### src/rtl/mul_pkg.sv
// Shared types and constants for the shift-add multiplier controller.
package mul_pkg;

    localparam int unsigned MUL_WIDTH = 32;

    typedef enum logic [1:0] {
        IDLE,
        RUN,
        DONE
    } mul_state_e;

    // Counter must hold 0..w inclusive.
    function automatic int unsigned cnt_width(input int unsigned w);
        return $clog2(w + 1);
    endfunction

endpackage

### src/rtl/add_w.sv
// WIDTH-bit ripple-carry adder, a chain of full-adder cells. Purely combinational.
module add_w #(
    parameter int unsigned WIDTH = 32
) (
    input  logic [WIDTH-1:0] a,
    input  logic [WIDTH-1:0] b,
    input  logic             cin,
    output logic [WIDTH-1:0] sum,
    output logic             cout
);

    logic [WIDTH:0] w_c;

    assign w_c[0] = cin;

    for (genvar i = 0; i < WIDTH; i++) begin : g_fa
        assign sum[i]     = a[i] ^ b[i] ^ w_c[i];
        assign w_c[i + 1] = (a[i] & b[i]) | (w_c[i] & (a[i] ^ b[i]));
    end

    assign cout = w_c[WIDTH];

endmodule

### src/rtl/mul_seq_ctrl.sv
// Sequential unsigned shift-add multiplier, one partial product per clock on a shared adder.
// Optional early exit when the remaining multiplier bits are zero: define EARLY_TERM_EN.
module mul_seq_ctrl
    import mul_pkg::*;
#(
    parameter int unsigned WIDTH = MUL_WIDTH,
    parameter int unsigned CNT_W = cnt_width(WIDTH)
) (
    input  logic                 clk,
    input  logic                 reset,
    input  logic                 start,
    input  logic [WIDTH-1:0]     dataA,
    input  logic [WIDTH-1:0]     dataB,
    output logic                 busy,
    output logic                 done,
    output logic [2*WIDTH-1:0]   product
);

    mul_state_e         r_state, w_state_nxt;
    logic [CNT_W-1:0]   r_cnt;
    logic [WIDTH-1:0]   r_mcnd;
    logic [2*WIDTH-1:0] r_p;
    logic [2*WIDTH-1:0] r_prod;

    logic [WIDTH-1:0]   w_sum;
    logic               w_cout;
    logic [WIDTH:0]     w_hi;
    logic [2*WIDTH-1:0] w_p_step;
    logic [2*WIDTH-1:0] w_p_nxt;
    logic               w_finish;
`ifdef EARLY_TERM_EN
    logic               w_early;
`endif

    add_w #(
        .WIDTH (WIDTH)
    ) u_add (
        .a    (r_p[2*WIDTH-1:WIDTH]),
        .b    (r_mcnd),
        .cin  (1'b0),
        .sum  (w_sum),
        .cout (w_cout)
    );

    // Carry-out is kept as the top bit of the shifted 2W+1-bit value.
    always_comb begin
        w_hi     = r_p[0] ? {w_cout, w_sum} : {1'b0, r_p[2*WIDTH-1:WIDTH]};
        w_p_step = {w_hi, r_p[WIDTH-1:1]};
`ifdef EARLY_TERM_EN
        w_early  = ((r_p[WIDTH-1:0] & ({WIDTH{1'b1}} >> r_cnt)) == '0);
        w_p_nxt  = w_early ? (r_p >> (WIDTH - 32'(r_cnt))) : w_p_step;
        w_finish = w_early || (r_cnt == CNT_W'(WIDTH - 1));
`else
        w_p_nxt  = w_p_step;
        w_finish = (r_cnt == CNT_W'(WIDTH - 1));
`endif
    end

    always_comb begin
        w_state_nxt = r_state;
        busy        = 1'b0;
        done        = 1'b0;
        case (r_state)
            IDLE: begin
                if (start) begin
                    w_state_nxt = RUN;
                end
            end
            RUN: begin
                busy = 1'b1;
                if (w_finish) begin
                    w_state_nxt = DONE;
                end
            end
            DONE: begin
                busy        = 1'b1;
                done        = 1'b1;
                w_state_nxt = IDLE;
            end
            default: w_state_nxt = IDLE;
        endcase
    end

    always_ff @(posedge clk) begin
        if (reset) begin
            r_state <= IDLE;
            r_cnt   <= '0;
            r_mcnd  <= '0;
            r_p     <= '0;
            r_prod  <= '0;
        end else begin
            r_state <= w_state_nxt;
            case (r_state)
                IDLE: begin
                    if (start) begin
                        r_mcnd <= dataA;
                        r_p    <= {{WIDTH{1'b0}}, dataB};
                        r_cnt  <= '0;
                    end
                end
                RUN: begin
                    r_p   <= w_p_nxt;
                    r_cnt <= r_cnt + 1'b1;
                    if (w_finish) begin
                        r_prod <= w_p_nxt;
                    end
                end
                default: ;
            endcase
        end
    end

    assign product = r_prod;

endmodule

### config.mk
export PLATFORM = sky130hd
export DESIGN_NAME = mul_seq_ctrl
export DESIGN_NICKNAME = d
export VERILOG_FILES = /design/src/rtl/mul_pkg.sv /design/src/rtl/add_w.sv /design/src/rtl/mul_seq_ctrl.sv
export SDC_FILE = /design/constraint.sdc
export NUM_CORES = 1
export LEC_CHECK = 0
export CAP_MARGIN = 40
export CELL_PAD_IN_SITES_DETAIL_PLACEMENT = 0
export CELL_PAD_IN_SITES_GLOBAL_PLACEMENT = 2
export CORE_ASPECT_RATIO = 1.5
export CORE_UTILIZATION = 30
export CTS_BUF_LIST = sky130_fd_sc_hd__clkbuf_8
export CTS_CLUSTER_SIZE = 20
export DETAILED_ROUTE_END_ITERATION = 8
export PLACE_DENSITY = 0.73
export SLEW_MARGIN = 30
export SYNTH_ARGS = -nofsm -noshare
export SYNTH_HDL_FRONTEND = slang
export SYNTH_HIERARCHICAL = 1
export SYNTH_SLANG_ARGS = --single-unit
### constraint.sdc
create_clock -name clk -period 13.8 [get_ports clk]
set_input_delay 2.07 -clock clk [delete_from_list [all_inputs] [get_ports clk]]
set_output_delay 2.07 -clock clk [all_outputs]
set_load 0.01 [all_outputs]
==> results.toml, run 1 <==
[clocking]
hold_buffers = 0
insertion_delay_ps = 470
cts_max_level = 4
clockBufferDepth = 2
cts.clk_slew.worst_paths_ps = 90
numCtsBuffers = 17
cts_root_buf = "clkbuf_8"
cts.sinks = 168
ctsResizeCount = 0
cts_tree = "done"
cts_setup_buffers = 0

[die]
rows = 69
die_x_um = 129
io_pins = 133
die_area_mm2 = 0.0250
die_y_um = 193
core_area_mm2 = 0.0238
initial_core_util_pct = 30.7

[cells_and_area]
nNetsFinal = 997
design_area_mm2 = 0.00920
post-route-util_pct = 38.6
antenna_cells = 0
drive_gt1_share_pct = 9.04
area_growth_pct = 25.9
fin_cells = 1226

[timing]
finalSetupViolCount = 0
hold_violations = 0
skew_ps = 16.0
rsz0062_at_grt = "no"
tightestPinTransition_ps = 789
fmax_mhz = 75.0
timing.final.crit_share_pct = 96.6
min_period_ps = 13330
maxSlewHeadroom_pct = 47.4
tns_ps = 0
slew_violations = 0

[pwr]
vdd_ir_drop_max_mv = 0.0539
power_density_mw_per_mm2 = 106
p_leak_nw = 3.34
power.total_mw = 0.974

[synth]
synth_ff_type = "dfxtp_1"
ys_seq_area_share_pct = 46.0
ys_async_sr_fraction_pct = 0
synth_top_area_share_pct = 46.0
synth_area_mm2 = 0.00731
syn-instance-count = 795
synth-edff-count = 0
synth.most_common_cell = "nand2_1"
syn_nets = 898
synth.largest_area_cell = "dfxtp_1"
synth.distinct_cells = 33
synth.area.top_cells = "dfxtp_1, nand2_1, fa_1, a21oi_1, mux2_2"
avgSynthCellArea_um2 = 9.19
yosysWarnings = 6
synth_common_cells = "nand2_1, dfxtp_1, a21oi_1"
ys_seq_elements = 168

[detailed_routing]
drc = 0
dr.pass1.iters = 4
vias = 5662
vias_per_cell = 4.62
drtAntennaViolNets = 0
drt-wirelength-per-cell_um = 15.0
drt_iter0_drc = 213
wl_um = 18300

[global_routing]
grt-ovfl-total = 0
antenna_found_initial = 0
grt_pass1_vias = 5618
grtUsageTotal_pct = 15.4
grt_pass1_wl_um = 29400
grt_max_degree = 91

[setup_path]
path_common_cell = "fa_1"
worstSetupStartpoint = "r_p[32]$_SDFFE_PP0P_"
worst_ep_arrival_time_ps = 13720
cp-start-kind = "flop"
worstPathRequired_ps = 14200
r2r-start = "r_p[32]$_SDFFE_PP0P_"
setup.worst_path.end_class = "flop"
max_stage_delay_ps = 440
crit_fanout = 3
crit_type = "reg2reg"
crit_slowest_cell = "fa_1"

[placed_design]
dp_hpwl_um = 12000
gp_congestion = 0.728
placement.io_buffers = 132
dp_cells = 1193
placed_cell_area_mm2 = 0.00880

[worst_hold_path]
hp-start = "product[25]$_SDFFE_PP0P_"
min_path_type = "reg2reg"

[run]
max_cap_violations = 0

[run_status]
status = "finished, final reports clean"
per-stage QoR:
| step | hold WS (ps) | worst slack (ps) |
|---|---|---|
| after CTS | 459 | 408 |
| after detailed placement | 446 | 441 |
| after global routing | 476 | 10.8 |
| final | 455 | 474 |
| after global placement | 441 | 524 |
| after floorplan | 436 | 993 |
worst paths after layout:
| check | endpoint | slack, ps | depth (start not counted) |
|---|---|---|---|
| max reg2reg | product[62]$_SDFFE_PP0P_ | 470 | 39 |
| max | product[62]$_SDFFE_PP0P_ | 470 | 39 |
| min | product[25]$_SDFFE_PP0P_ | 460 | 2 |
| min reg2reg | product[25]$_SDFFE_PP0P_ | 460 | 2 |
cells by family (layout without fill, tap and decap cells):
family / Yosys count / count (layout) / synth area share [%]
AOI/OAI and AO/OA: 170 / 170 / 14.3
buffers and inverters: 76 / 188 / 5.53
xor gates and xnor gates: 3 / 3 / 0.360
muxes: 66 / 66 / 9.64
other: 1 / 1 / 0.0513
adders and majority gates: 36 / 36 / 9.45
and+or+nand+nor: 275 / 275 / 14.7
DFF: 168 / 168 / 46.0
layout make-up:
| type | instances | area [um2] |
|---|---|---|
| inverters | 15 | 56.3 |
| well taps | 319 | 399 |
| clock inverters | 12 | 104 |
| flip-flops and latches | 168 | 3360 |
| clock buffers | 20 | 275 |
| fillers | 2513 | 14600 |
| multi-input cells | 551 | 3560 |
| repair buffers | 141 | 1440 |
worst max-delay path: cells and delay by family, from the launching register on:
family | cells | cell delay [ps]
adders and majority gates | 32 | 12330
and+or+nand+nor | 1 | 50
buffers and inverters | 4 | 250
muxes | 1 | 150
DFF | 1 | 340
AOI/OAI and AO/OA | 1 | 130
layer usage:
layer	vias to the layer above	track usage, %	share of wire [%]
met5	-	0	0
met4	0	5.55	1.5
met3	18	3.04	3.1
met2	100	27.7	51
met1	2685	17.9	44
li1	2859	-	-
report_power, final:
part	switching [mW]	internal, mW	leakage [nW]
clock	0.185	0.156	0.189
combinational	0.0622	0.0521	1.78
sequential	0.0154	0.503	1.37
registers in the layout, indices dropped and copies added, names as in the netlist:
name,count
r_cnt,6
r_mcnd,32
r_state,2
r_p,64
product,64
layout by cell type (no fill, tap or decap), types with 2 or more instances in the layout:
cell	count
nand2_1	193
dfxtp_1	167
clkdlybuf4s50_1	131
a21oi_1	98
nor2_1	71
mux2i_1	33
a22oi_1	32
fa_1	32
mux2_2	31
a211oi_1	30
clkbuf_8	20
inv_1	17
buf_4	5
clkinvlp_4	4
a211oi_2	3
o21ai_0	3
nand3_1	3
xor2_1	3
ha_1	3
clkinv_4	3
and3_4	2
clkinv_2	2
buf_6	2
buf_12	2
Note: power is estimated with default switching activity, not from simulation.
==> run 2: changes to the inputs <==
- CELL_PAD_IN_SITES_DETAIL_PLACEMENT: 0 -> default
- CELL_PAD_IN_SITES_GLOBAL_PLACEMENT: 2 -> default
- PLACE_DENSITY: 0.73 -> 0.49
- SLEW_MARGIN: 30 -> 20
==> results.toml, run 2 (synthesis results as in run 1) <==
[detailed_routing]
drt-wirelength-per-cell_um = 14.9
wl_um = 18300
drt_iter0_drc = 193
dr.pass1.iters = 4
drtAntennaViolNets = 0
vias = 5642
drc = 0
vias_per_cell = 4.60

[pwr]
vdd_ir_drop_max_mv = 0.0721
p_leak_nw = 3.36
power_density_mw_per_mm2 = 107
power.total_mw = 0.986

[timing]
fmax_mhz = 75.2
timing.final.crit_share_pct = 96.3
slew_violations = 0
hold_slack_ps = 453
tns_ps = 0
fin_ws_ps = 504
rsz0062_at_grt = "no"
skew_ps = 12.3
min_period_ps = 13300
maxSlewHeadroom_pct = 52.4
finalSetupViolCount = 0
tightestPinTransition_ps = 713
hold_violations = 0

[placed_design]
placed_cell_area_mm2 = 0.00878
placement.io_buffers = 132
dp_cells = 1194
gp_congestion = 0.721
dp_slack_ps = 412
dp_hpwl_um = 11700

[setup_path]
cp-start-kind = "flop"
r2r-start = "r_p[32]$_SDFFE_PP0P_"
worst_ep_arrival_time_ps = 13710
rrSetupSlack_ps = 500
path_common_cell = "fa_1"
crit_slowest_cell = "fa_1"
r2r_end = "r_p[62]$_SDFFE_PP0P_"
setup.worst_path.end_class = "flop"
worstPathRequired_ps = 14210
crit_fanout = 3
r2r_cells = 39
max_stage_delay_ps = 450
crit_type = "reg2reg"

[clocking]
cts_max_level = 4
cts.clk_slew.worst_paths_ps = 90
cts_setup_buffers = 0
cts_tree = "done"
cts_root_buf = "clkbuf_8"
insertion_delay_ps = 460
clockBufferDepth = 2
cts.sinks = 168
numCtsBuffers = 17
hold_buffers = 0

[run_status]
status = "finished, final reports clean"

[global_routing]
grt_max_degree = 74
grt_pass1_vias = 5677
grtUsageTotal_pct = 15.5
grt-ovfl-total = 0
antenna_found_initial = 0
grt_pass1_wl_um = 29700

[die]
rows = 69
die_x_um = 129
io_pins = 133
die_area_mm2 = 0.0250
die_y_um = 193
core_area_mm2 = 0.0238
initial_core_util_pct = 30.7

[worst_hold_path]
hp-start = "product[5]$_SDFFE_PP0P_"
holdPathStages = 2
min_path_type = "reg2reg"
hold_end = "product[5]$_SDFFE_PP0P_"

[cells_and_area]
nNetsFinal = 999
drive_gt1_share_pct = 9.14
design_area_mm2 = 0.00923
fill_cells = 2536
seq_area_mm2 = 0.00336
post-route-util_pct = 38.7
final_common_cell = "nand2_1"
final_cell_mix = "nand2_1, dfxtp_1, clkdlybuf4s50_1"
multi_input_area_mm2 = 0.00356
antenna_cells = 0
fin_cells = 1227
area_growth_pct = 26.2

[run]
max_cap_violations = 0
## run 2: cell types whose count changed in the layout (fill, tap and decap cells not counted), moves of 2 or more
cell      previous run  this run
buf_4                5         9
buf_6                2         0
clkinv_4             3         0
fa_1                32        30
fa_2                 0         2
## run 2: worst max path at each step
stage / from / endpoint / depth (start not counted)
floorplan: r_p[32]$_SDFFE_PP0P_ / r_p[62]$_SDFFE_PP0P_ / 39
global placement: r_p[32]$_SDFFE_PP0P_ / product[62]$_SDFFE_PP0P_ / 39
detailed placement: r_p[32]$_SDFFE_PP0P_ / product[62]$_SDFFE_PP0P_ / 39
CTS: r_p[32]$_SDFFE_PP0P_ / product[62]$_SDFFE_PP0P_ / 39
global route: r_p[32]$_SDFFE_PP0P_ / r_p[62]$_SDFFE_PP0P_ / 39
finish: r_p[32]$_SDFFE_PP0P_ / r_p[62]$_SDFFE_PP0P_ / 39
## run 2: cell type report
class                           instances  area share, %
Sequential cell                       168           36.5
Tap cell                              319           4.33
Clock buffer                           21           3.13
Clock inverter                         10           1.13
Inverter                               15          0.610
Multi-Input combinational cell        551           38.6
Timing Repair Buffer                  143           15.8
## run 2: worst max-delay path, delay by kind of cell (launching register included)
| kind | cells | cell delay, ps |
|---|---|---|
| fa+ha+maj | 32 | 12300 |
| flops | 1 | 340 |
| simple gates | 1 | 100 |
| compound gates | 1 | 80 |
| mux | 1 | 150 |
| buf+inv | 4 | 250 |
## run 2: timing repair
item	4_1_cts	5_1_grt
setup endpoints to repair	0	2
resized for setup	0	2
endpoints found under the hold margin	0	0
## run 2: routing by layer
layer | wire length, um | global-route usage (%) | part of all wire (%)
met2 | 9680 | 28.4 | 53
met4 | 269 | 5.64 | 1.5
met1 | 7730 | 17.7 | 42
met3 | 577 | 3.20 | 3.2
met5 | 0 | 0 | 0
## run 2: where the power goes
part	total [mW]	internal, mW	switching, mW	leakage, nW
combinational	0.115	0.0516	0.0630	1.79
sequential	0.517	0.503	0.0138	1.37
clock	0.355	0.177	0.179	0.203
==> run 3: changes to the inputs <==
- SETUP_SLACK_MARGIN: default -> 0.4
==> results.toml, run 3 (synthesis results as in run 1) <==
[run_status]
status = "finished, final reports clean"

[setup_path]
worst_ep_arrival_time_ps = 13300
crit_slowest_cell = "fa_2"
setup.worst_path.end_class = "flop"
max_stage_delay_ps = 400
crit_fanout = 3
r2r_cells = 39
crit_type = "reg2reg"
r2r-start = "r_p[32]$_SDFFE_PP0P_"
r2r_end = "r_p[62]$_SDFFE_PP0P_"
cp-start-kind = "flop"
worstPathRequired_ps = 14210
path_common_cell = "fa_1"
rrSetupSlack_ps = 910

[pwr]
power_frac_clock_pct = 36.0
power_density_mw_per_mm2 = 107
p_int_mw = 0.731
p_leak_nw = 3.34
power.total_mw = 0.986
power_switching_mw = 0.255
swShare_pct = 25.9
vdd_ir_drop_max_mv = 0.0721
combPwrFrac_pct = 11.6
seqPwrFrac_pct = 52.4

[clocking]
cts_max_level = 4
numCtsBuffers = 17
cts_setup_buffers = 0
cts.clk_slew.worst_paths_ps = 90
insertion_delay_ps = 460
cts_root_buf = "clkbuf_8"
cts_tree = "done"
cts.sinks = 168
clockBufferDepth = 2

[timing]
fmax_mhz = 77.6
min_period_ps = 12890
tightestPinTransition_ps = 719
maxSlewHeadroom_pct = 52.0
timing.final.crit_share_pct = 93.4
hold_violations = 0
finalSetupViolCount = 0
rsz0062_at_grt = "no"
tns_ps = 0
slew_violations = 0
hold_slack_ps = 453
skew_ps = 12.6

[detailed_routing]
vias_per_cell = 4.58
wl_um = 18200
vias = 5619
drt-wirelength-per-cell_um = 14.8
drtAntennaViolNets = 0
drt_iter0_drc = 197
dr.pass1.iters = 4
drc = 0

[global_routing]
grt_pass1_wl_um = 29700
grtUsageTotal_pct = 15.5
antenna_found_initial = 0
grt_max_degree = 74
grt-ovfl-total = 0
grt_pass1_vias = 5676

[placed_design]
dp_hpwl_um = 11700
dp_cells = 1194
placement.io_buffers = 132
gp_congestion = 0.721

[cells_and_area]
fill_cells = 2533
antenna_cells = 0
area_growth_pct = 26.5
drive_gt1_share_pct = 10.0
final_common_cell = "nand2_1"
nNetsFinal = 999
final_cell_mix = "nand2_1, dfxtp_1, clkdlybuf4s50_1"
fin_cells = 1227

[die]
core_area_mm2 = 0.0238
io_pins = 133
rows = 69
die_area_mm2 = 0.0250
initial_core_util_pct = 30.7
die_x_um = 129
die_y_um = 193

[worst_hold_path]
min_path_type = "reg2reg"
hold_end = "product[5]$_SDFFE_PP0P_"
hp-start = "product[5]$_SDFFE_PP0P_"
holdPathStages = 2

[run]
max_cap_violations = 0
## run 3: cell types whose count changed in the layout (fill, tap and decap cells not counted)
cell,before,now
fa_1,30,22
fa_2,2,10
## run 3: final cells by class
type                    instances  area [um2]  area share, %
flip-flops and latches        168        3360           36.4
clock buffers                  21         289           3.13
clock inverters                10         104           1.12
multi-input cells             551        3580           38.7
repair buffers                143        1450           15.7
well taps                     319         399           4.32
inverters                      15        56.3          0.609
## run 3: what timing repair did
item	4_1_cts	5_1_grt
hold buffers	0	0
pin swaps	0	0
endpoints found under the setup margin	2	6
resized for setup	1	9
## run 3: power groups by stage
stage | Clock [mW] | Combinational [mW] | Sequential, mW
after CTS | 0.370 | 0.116 | 0.517
after floorplan | 0 | 0.0795 | 0.525
after detailed placement | 0 | 0.116 | 0.529
after global routing | 0.392 | 0.128 | 0.520
after global placement | 0 | 0.115 | 0.528
final | 0.355 | 0.115 | 0.517
## run 3: worst max path at each step
stage               cells after the start                       end  slack [ps]                  from
global route                           39      r_p[62]$_SDFFE_PP0P_         450  r_p[32]$_SDFFE_PP0P_
global placement                       39  product[62]$_SDFFE_PP0P_         480  r_p[32]$_SDFFE_PP0P_
floorplan                              39      r_p[62]$_SDFFE_PP0P_         990  r_p[32]$_SDFFE_PP0P_
finish                                 39      r_p[62]$_SDFFE_PP0P_         910  r_p[32]$_SDFFE_PP0P_
detailed placement                     39  product[62]$_SDFFE_PP0P_         410  r_p[32]$_SDFFE_PP0P_
CTS                                    39  product[62]$_SDFFE_PP0P_         400  r_p[32]$_SDFFE_PP0P_
## run 3: critical path: cells and delay by family (launching register included)
family | cells | cell delay [ps]
DFF | 1 | 350
muxes | 1 | 150
buffers and inverters | 4 | 250
adders and majority gates | 32 | 11890
AOI/OAI and AO/OA | 1 | 70
and+or+nand+nor | 1 | 100
## run 3: through the flow
step	util (%)	setup WS, ps	cell area (um2)
6_report	38.8	913	9250
5_1_grt	38.8	451	9250
4_1_cts	38.5	402	9180
3_5_place_dp	36.9	412	8780
3_3_place_gp	36.7	477	8750
2_1_floorplan	-	993	7310
## run 3: layer usage
layer	global-route usage, %	wire length (um)
met5	0	0
met4	5.64	271
met3	3.20	572
met2	28.4	9590
met1	17.7	7760
